[config.mk]
export PLATFORM = sky130hd
export DESIGN_NAME = count_dir_ctrl
export DESIGN_NICKNAME = d
export VERILOG_FILES = /design/src/rtl/count_ctrl_pkg.sv /design/src/rtl/count_dir_ctrl.sv
export SDC_FILE = /design/constraint.sdc
export NUM_CORES = 1
export LEC_CHECK = 0
export CAP_MARGIN = 10
export CORE_ASPECT_RATIO = 1.25
export CORE_MARGIN = 3
export CORE_UTILIZATION = 40
export CTS_CLUSTER_SIZE = 28
export DETAILED_ROUTE_END_ITERATION = 6
export PLACE_DENSITY = 0.66
export SLEW_MARGIN = 20
export SYNTH_ARGS = -nofsm -noshare
export SYNTH_HDL_FRONTEND = slang
export SYNTH_SLANG_ARGS = --single-unit
[constraint.sdc]
create_clock -name clk -period 1.89 [get_ports clk]
set_clock_uncertainty 0.2 [all_clocks]
set_input_delay 0.189 -clock clk [delete_from_list [all_inputs] [get_ports clk]]
set_output_delay 0.189 -clock clk [all_outputs]
set_load 0.01 [all_outputs]
[src/rtl/count_ctrl_pkg.sv]
// Shared definitions for the up/down counter sequencing controller.
//   dir_state_t : controller state (IDLE, UP, DOWN)
//   DEF_LENGTH  : default counter width
//   DEF_CYC_W   : default bounce-cycle counter width
//   sat_inc     : increment that sticks at the all-ones value of a w-bit field
package count_ctrl_pkg;

  typedef enum logic [1:0] {
    IDLE = 2'd0,
    UP   = 2'd1,
    DOWN = 2'd2
  } dir_state_t;

  localparam int DEF_LENGTH = 4;
  localparam int DEF_CYC_W  = 8;

  // Works on a 32-bit carrier so one function serves any field width up to 32.
  function automatic logic [31:0] sat_inc(input logic [31:0] v, input int unsigned w);
    logic [31:0] max_v;
    if (w >= 32)
      max_v = '1;
    else
      max_v = (32'd1 << w) - 32'd1;
    return (v >= max_v) ? v : v + 32'd1;
  endfunction

endpackage

[src/rtl/count_dir_ctrl.sv]
// Sequencing controller that makes an external up/down counter bounce between
// a programmable low and high limit without wrapping.
//   clk, rst        : clock, synchronous active-high reset
//   start, stop     : begin bouncing / halt at next edge
//   lo_lim, hi_lim  : turn points, captured when start is accepted
//   count           : counter value fed back
//   cnt_rst, UorD   : drive the counter's rst and UorD
//   turn            : one-cycle pulse while count sits on a limit
//   bounces         : completed lo->hi->lo cycles, saturating
//   busy            : high while bouncing
//   cfg_err         : sticky, start rejected for lo_lim >= hi_lim
//   sync_err        : sticky, count disagreed with the internal shadow value
module count_dir_ctrl
  import count_ctrl_pkg::*;
#(
  parameter int LENGTH = DEF_LENGTH,
  parameter int CYC_W  = DEF_CYC_W
) (
  input  logic              clk,
  input  logic              rst,
  input  logic              start,
  input  logic              stop,
  input  logic [LENGTH-1:0] lo_lim,
  input  logic [LENGTH-1:0] hi_lim,
  input  logic [LENGTH-1:0] count,
  output logic              cnt_rst,
  output logic              UorD,
  output logic              turn,
  output logic [CYC_W-1:0]  bounces,
  output logic              busy,
  output logic              cfg_err,
  output logic              sync_err
);

  dir_state_t        state_reg, state_next;
  logic [LENGTH-1:0] lo_reg, lo_next;
  logic [LENGTH-1:0] hi_reg, hi_next;
  logic [LENGTH-1:0] exp_reg, exp_next;
  logic              cnt_rst_reg, cnt_rst_next;
  logic              uord_reg, uord_next;
  logic              turn_reg, turn_next;
  logic [CYC_W-1:0]  bounces_reg, bounces_next;
  logic              busy_reg, busy_next;
  logic              cfg_err_reg, cfg_err_next;
  logic              sync_err_reg, sync_err_next;

  always_ff @(posedge clk) begin
    if (rst) begin
      state_reg    <= IDLE;
      lo_reg       <= '0;
      hi_reg       <= '0;
      exp_reg      <= '0;
      cnt_rst_reg  <= 1'b1;
      uord_reg     <= 1'b1;
      turn_reg     <= 1'b0;
      bounces_reg  <= '0;
      busy_reg     <= 1'b0;
      cfg_err_reg  <= 1'b0;
      sync_err_reg <= 1'b0;
    end else begin
      state_reg    <= state_next;
      lo_reg       <= lo_next;
      hi_reg       <= hi_next;
      exp_reg      <= exp_next;
      cnt_rst_reg  <= cnt_rst_next;
      uord_reg     <= uord_next;
      turn_reg     <= turn_next;
      bounces_reg  <= bounces_next;
      busy_reg     <= busy_next;
      cfg_err_reg  <= cfg_err_next;
      sync_err_reg <= sync_err_next;
    end
  end

  always_comb begin
    state_next    = state_reg;
    lo_next       = lo_reg;
    hi_next       = hi_reg;
    exp_next      = exp_reg;
    cnt_rst_next  = cnt_rst_reg;
    uord_next     = uord_reg;
    turn_next     = 1'b0;
    bounces_next  = bounces_reg;
    busy_next     = busy_reg;
    cfg_err_next  = cfg_err_reg;
    sync_err_next = sync_err_reg;

    // Shadow copy of the counter: follows exactly what the counter will do
    // with the cnt_rst/UorD values currently being driven.
    if (!cnt_rst_reg)
      exp_next = uord_reg ? exp_reg + LENGTH'(1) : exp_reg - LENGTH'(1);

    if (state_reg != IDLE && count != exp_reg)
      sync_err_next = 1'b1;

    case (state_reg)
      IDLE: begin
        cnt_rst_next = 1'b1;
        uord_next    = 1'b1;
        busy_next    = 1'b0;
        if (start && !stop) begin
          if (lo_lim < hi_lim) begin
            lo_next      = lo_lim;
            hi_next      = hi_lim;
            exp_next     = '0;
            cnt_rst_next = 1'b0;
            uord_next    = 1'b1;
            busy_next    = 1'b1;
            state_next   = UP;
          end else begin
            cfg_err_next = 1'b1;
          end
        end
      end

      // Turns are decided one step early so the counter lands exactly on
      // the limit in the cycle turn is high.
      UP: begin
        if (stop) begin
          state_next   = IDLE;
          cnt_rst_next = 1'b1;
          uord_next    = 1'b1;
          busy_next    = 1'b0;
        end else if (count == hi_reg - LENGTH'(1)) begin
          uord_next  = 1'b0;
          turn_next  = 1'b1;
          state_next = DOWN;
        end
      end

      DOWN: begin
        if (stop) begin
          state_next   = IDLE;
          cnt_rst_next = 1'b1;
          uord_next    = 1'b1;
          busy_next    = 1'b0;
        end else if (count == lo_reg + LENGTH'(1)) begin
          uord_next    = 1'b1;
          turn_next    = 1'b1;
          bounces_next = CYC_W'(sat_inc(32'(bounces_reg), CYC_W));
          state_next   = UP;
        end
      end

      default: begin
        state_next   = IDLE;
        cnt_rst_next = 1'b1;
        uord_next    = 1'b1;
        busy_next    = 1'b0;
      end
    endcase
  end

  assign cnt_rst  = cnt_rst_reg;
  assign UorD     = uord_reg;
  assign turn     = turn_reg;
  assign bounces  = bounces_reg;
  assign busy     = busy_reg;
  assign cfg_err  = cfg_err_reg;
  assign sync_err = sync_err_reg;

endmodule

==> summary.md <==
| Metric | Value |
|---|---|
| Result of the run | complete, but fails checks |
| Failing checks | negative setup slack |
| Worst Path Class, Setup | flip-flop to flip-flop |
| Final period utilization | 108% |
| Clock-pin transition on the worst setup and hold timing paths | 0.10 ns |
| Kind of path behind the tightest hold check | input pin to flip-flop |
| Standby leakage power | 1.04 nW |
| Relative slew margins | 76.1% |
| H-tree lvl count | 1 |
| Syn_area_per_cell | 9.00 um2 |
| Post-route insts no fill | 296 |
| Critical path data arrival time | 2.04 ns |
| Antenna diode count | 0 |
| Post-synthesis async set-or-reset flop share | 0% |
| Largest area contributor in the netlist | sky130_fd_sc_hd__dfxtp_1 |
| Layout overhead on the synthesized area | 55.9% |
| Number of vias per cell | 5.25 |
| Hold violation count in the final report | 0 |
| Sequential-to-total area share from yosys stat | 34.8% |
| Capturing element type of the critical path | flip-flop |
| Post-Route WL | 4340 um |
| Startpoint Class | flip-flop |
| Slew at the pin with the worst max-slew slack | 0.358 ns |
| Number of nets with antenna violations after routing | 0 |
| Total number of nets in the final design | 272 |
| Post-Syn Instances | 179 |
| Post-placement setup slack | -0.558 ns |
| Hold-fix buffer count after cts | 0 |
| Smallest hold slack | 0.0557 ns |
| Synthesized flop and latch total | 28 |
| Antenna violations before repair | 0 |
| Min Clock Period, post-route | 2.03 ns |
| Required time at the endpoint of the critical path | 1.90 ns |
| Placer Congestion | 0.852 |
| Input/output buffers | 29 |
| Count of max-cap constraint violations | 0 |
| Layout cells sized above 1 | 33.1% |
| Warnings, synthesis | 0 |
| Number of synthesized flops with an enable pin | 0 |
| Synth Net Count | 208 |
| Top cell types by occurrence after synthesis | 28 x sky130_fd_sc_hd__dfxtp_1, 21 x sky130_fd_sc_hd__nor2_1, 15 x sky130_fd_sc_hd__inv_1 |
| Area of the core region | 0.00382 mm2 |
| Root Buffer | sky130_fd_sc_hd__clkbuf_8 |
| Max-slew violation count | 0 |
| CTS tree | built |
| Via count of the first global-routing pass | 1558 |
| Detailed-route via count | 1554 |
| Critical path fanouts, max | 5 |
| Count of placed standard cells including taps | 289 |
| Avg WL per Cell | 14.7 um |
| Flip-flop count of the largest register, all copies and words added | 8 |
| Achievable Freq | 492 MHz |
| Row count | 25 |
| Total congestion overflow | 0 |
| First-pass GRT wire length | 7070 um |
| Post-route worst setup slack | -0.144 ns |
| Worst ir drop on vdd | 374 uV |
| Share of Yosys cell area claimed by the top area cell type | 34.8% |
| Global-route usage over all layers | 18.1% |
| Clock tree buffer depth | 2 |
| Floorplan die width | 62.8 um |
| Post-synthesis instance area | 0.00161 mm2 |
| Unique cell type count in the Yosys netlist | 40 |
| Clock buffers created by TritonCTS | 3 |
| Count of unresolved DRC violations after routing | 0 |
| Maximum number of pins on one net before global-route repair | 16 |
| Boundary Pins | 30 |
| Clock latency at the later pin of the worst-skew pair | 0.27 ns |
| Top_reg_cell synth | sky130_fd_sc_hd__dfxtp_1 |
| Most common cell in the netlist | sky130_fd_sc_hd__dfxtp_1 |
| Total setup violations reported at the end of the flow | 10 |
| Die Y | 77.0 um |
| Leading cell types by total area after synthesis | sky130_fd_sc_hd__dfxtp_1 35%, sky130_fd_sc_hd__ha_1 9.3%, sky130_fd_sc_hd__mux2i_1 6.8% |
| Total power after layout | 1.63 mW |
| TritonRoute pass-1 iters | 4 |
| Post-DP HPWL | 3060 um |
| Initial core utilization | 42.2% |
| Power density of the placed cells | 650 mW/mm2 |
| Num Clock Sinks | 28 |
| Area of the die | 0.00483 mm2 |
| Utilization after layout | 65.8% |
| Detailed Route Iter0 Violations | 44 |
| Unrepaired setup endpoints after global routing | true |
per-stage QoR:
stage	area [um2]	setup TNS, ns
5_1_grt	2510	-1.89
6_report	2510	-0.954
3_3_place_gp	2220	-9.94
3_5_place_dp	2220	-10.52
4_1_cts	2380	-0.912
2_1_floorplan	1650	-0.0530
repair_timing:
item                                    CTS  global route
setup buffers                             2             1
gates cloned                              1             0
pin swaps                                15            10
resized for setup                        24            28
endpoints found under the hold margin     0             0
endpoints found under the setup margin   25            22
area by class of cell:
class                      count  area (um2)
clock buffer                   4        55.1
fill                         311        1300
inverter                      15        56.3
multi-input combinational    132        1200
sequential                    28         566
tap                           54        67.6
timing repair buffer          63         566
placed cells by master, fill, tap and decap left out, drive strengths merged, types with 2 or more instances in the layout:
master         Yosys  final
nand2b             2      2
nor2              22     22
or3                3      3
a221oi             2      2
clkbuf             3      4
mux2i             11     11
clkdlybuf4s50      0     21
nand4              3      4
buf                2     34
nand2              4      4
ha                12     12
a21oi             12     12
inv               15     15
dlygate4sd2        0      4
o211ai             2      2
dlymetal6s2s       0      4
nor2b              3      3
dfxtp             28     28
a311oi             2      2
xor2               7      7
o31ai              5      5
xnor2             12     12
nand3              4      4
nor3               2      2
o21ai              7      7
or4                4      4
cell families after synthesis:
kind of cell / synth area share [%]
and+or+nand+nor: 16.5
AOI/OAI and AO/OA: 15.1
DFF: 34.8
buffers and inverters: 4.81
xor gates and xnor gates: 10.8
adders and majority gates: 10.6
muxes: 7.53
path summary, 6_finish.rpt:
check | start | end | slack, ns | cells after the start
setup / recovery | lo_reg[1]$_SDFFE_PP0P_ | bounces[0]$_SDFFE_PP0P_ | -0.14 | 7
hold / removal | lo_lim[2] | lo_reg[2]$_SDFFE_PP0P_ | 0.06 | 3
setup reg to reg | lo_reg[1]$_SDFFE_PP0P_ | bounces[0]$_SDFFE_PP0P_ | -0.14 | 7
hold reg to reg | sync_err$_SDFFE_PP0P_ | sync_err$_SDFFE_PP0P_ | 0.30 | 2
layer usage:
metal	part of all wire [%]	GRT usage, %	vias up
met3	2.8	2.34	6
met4	1.5	5.96	0
li1	-	-	755
met1	43	20.9	763
met5	0	0	-
met2	53	33.8	30
worst max-delay path: stages (launching register included):
cell and delay, ns:
sky130_fd_sc_hd__dfxtp_2 0.35, sky130_fd_sc_hd__ha_4 0.16, sky130_fd_sc_hd__xor2_2 0.18, sky130_fd_sc_hd__xnor2_2 0.27
sky130_fd_sc_hd__nand4_4 0.19, sky130_fd_sc_hd__buf_6 0.16, sky130_fd_sc_hd__or3_1 0.34, sky130_fd_sc_hd__a21oi_1 0.13
report_power, final:
| group | internal [mW] | switching [mW] | total, mW |
|---|---|---|---|
| Combinational | 0.314 | 0.276 | 0.590 |
| Sequential | 0.634 | 0.0354 | 0.670 |
| Clock | 0.187 | 0.186 | 0.373 |
Power figures use the tool's default switching activity.
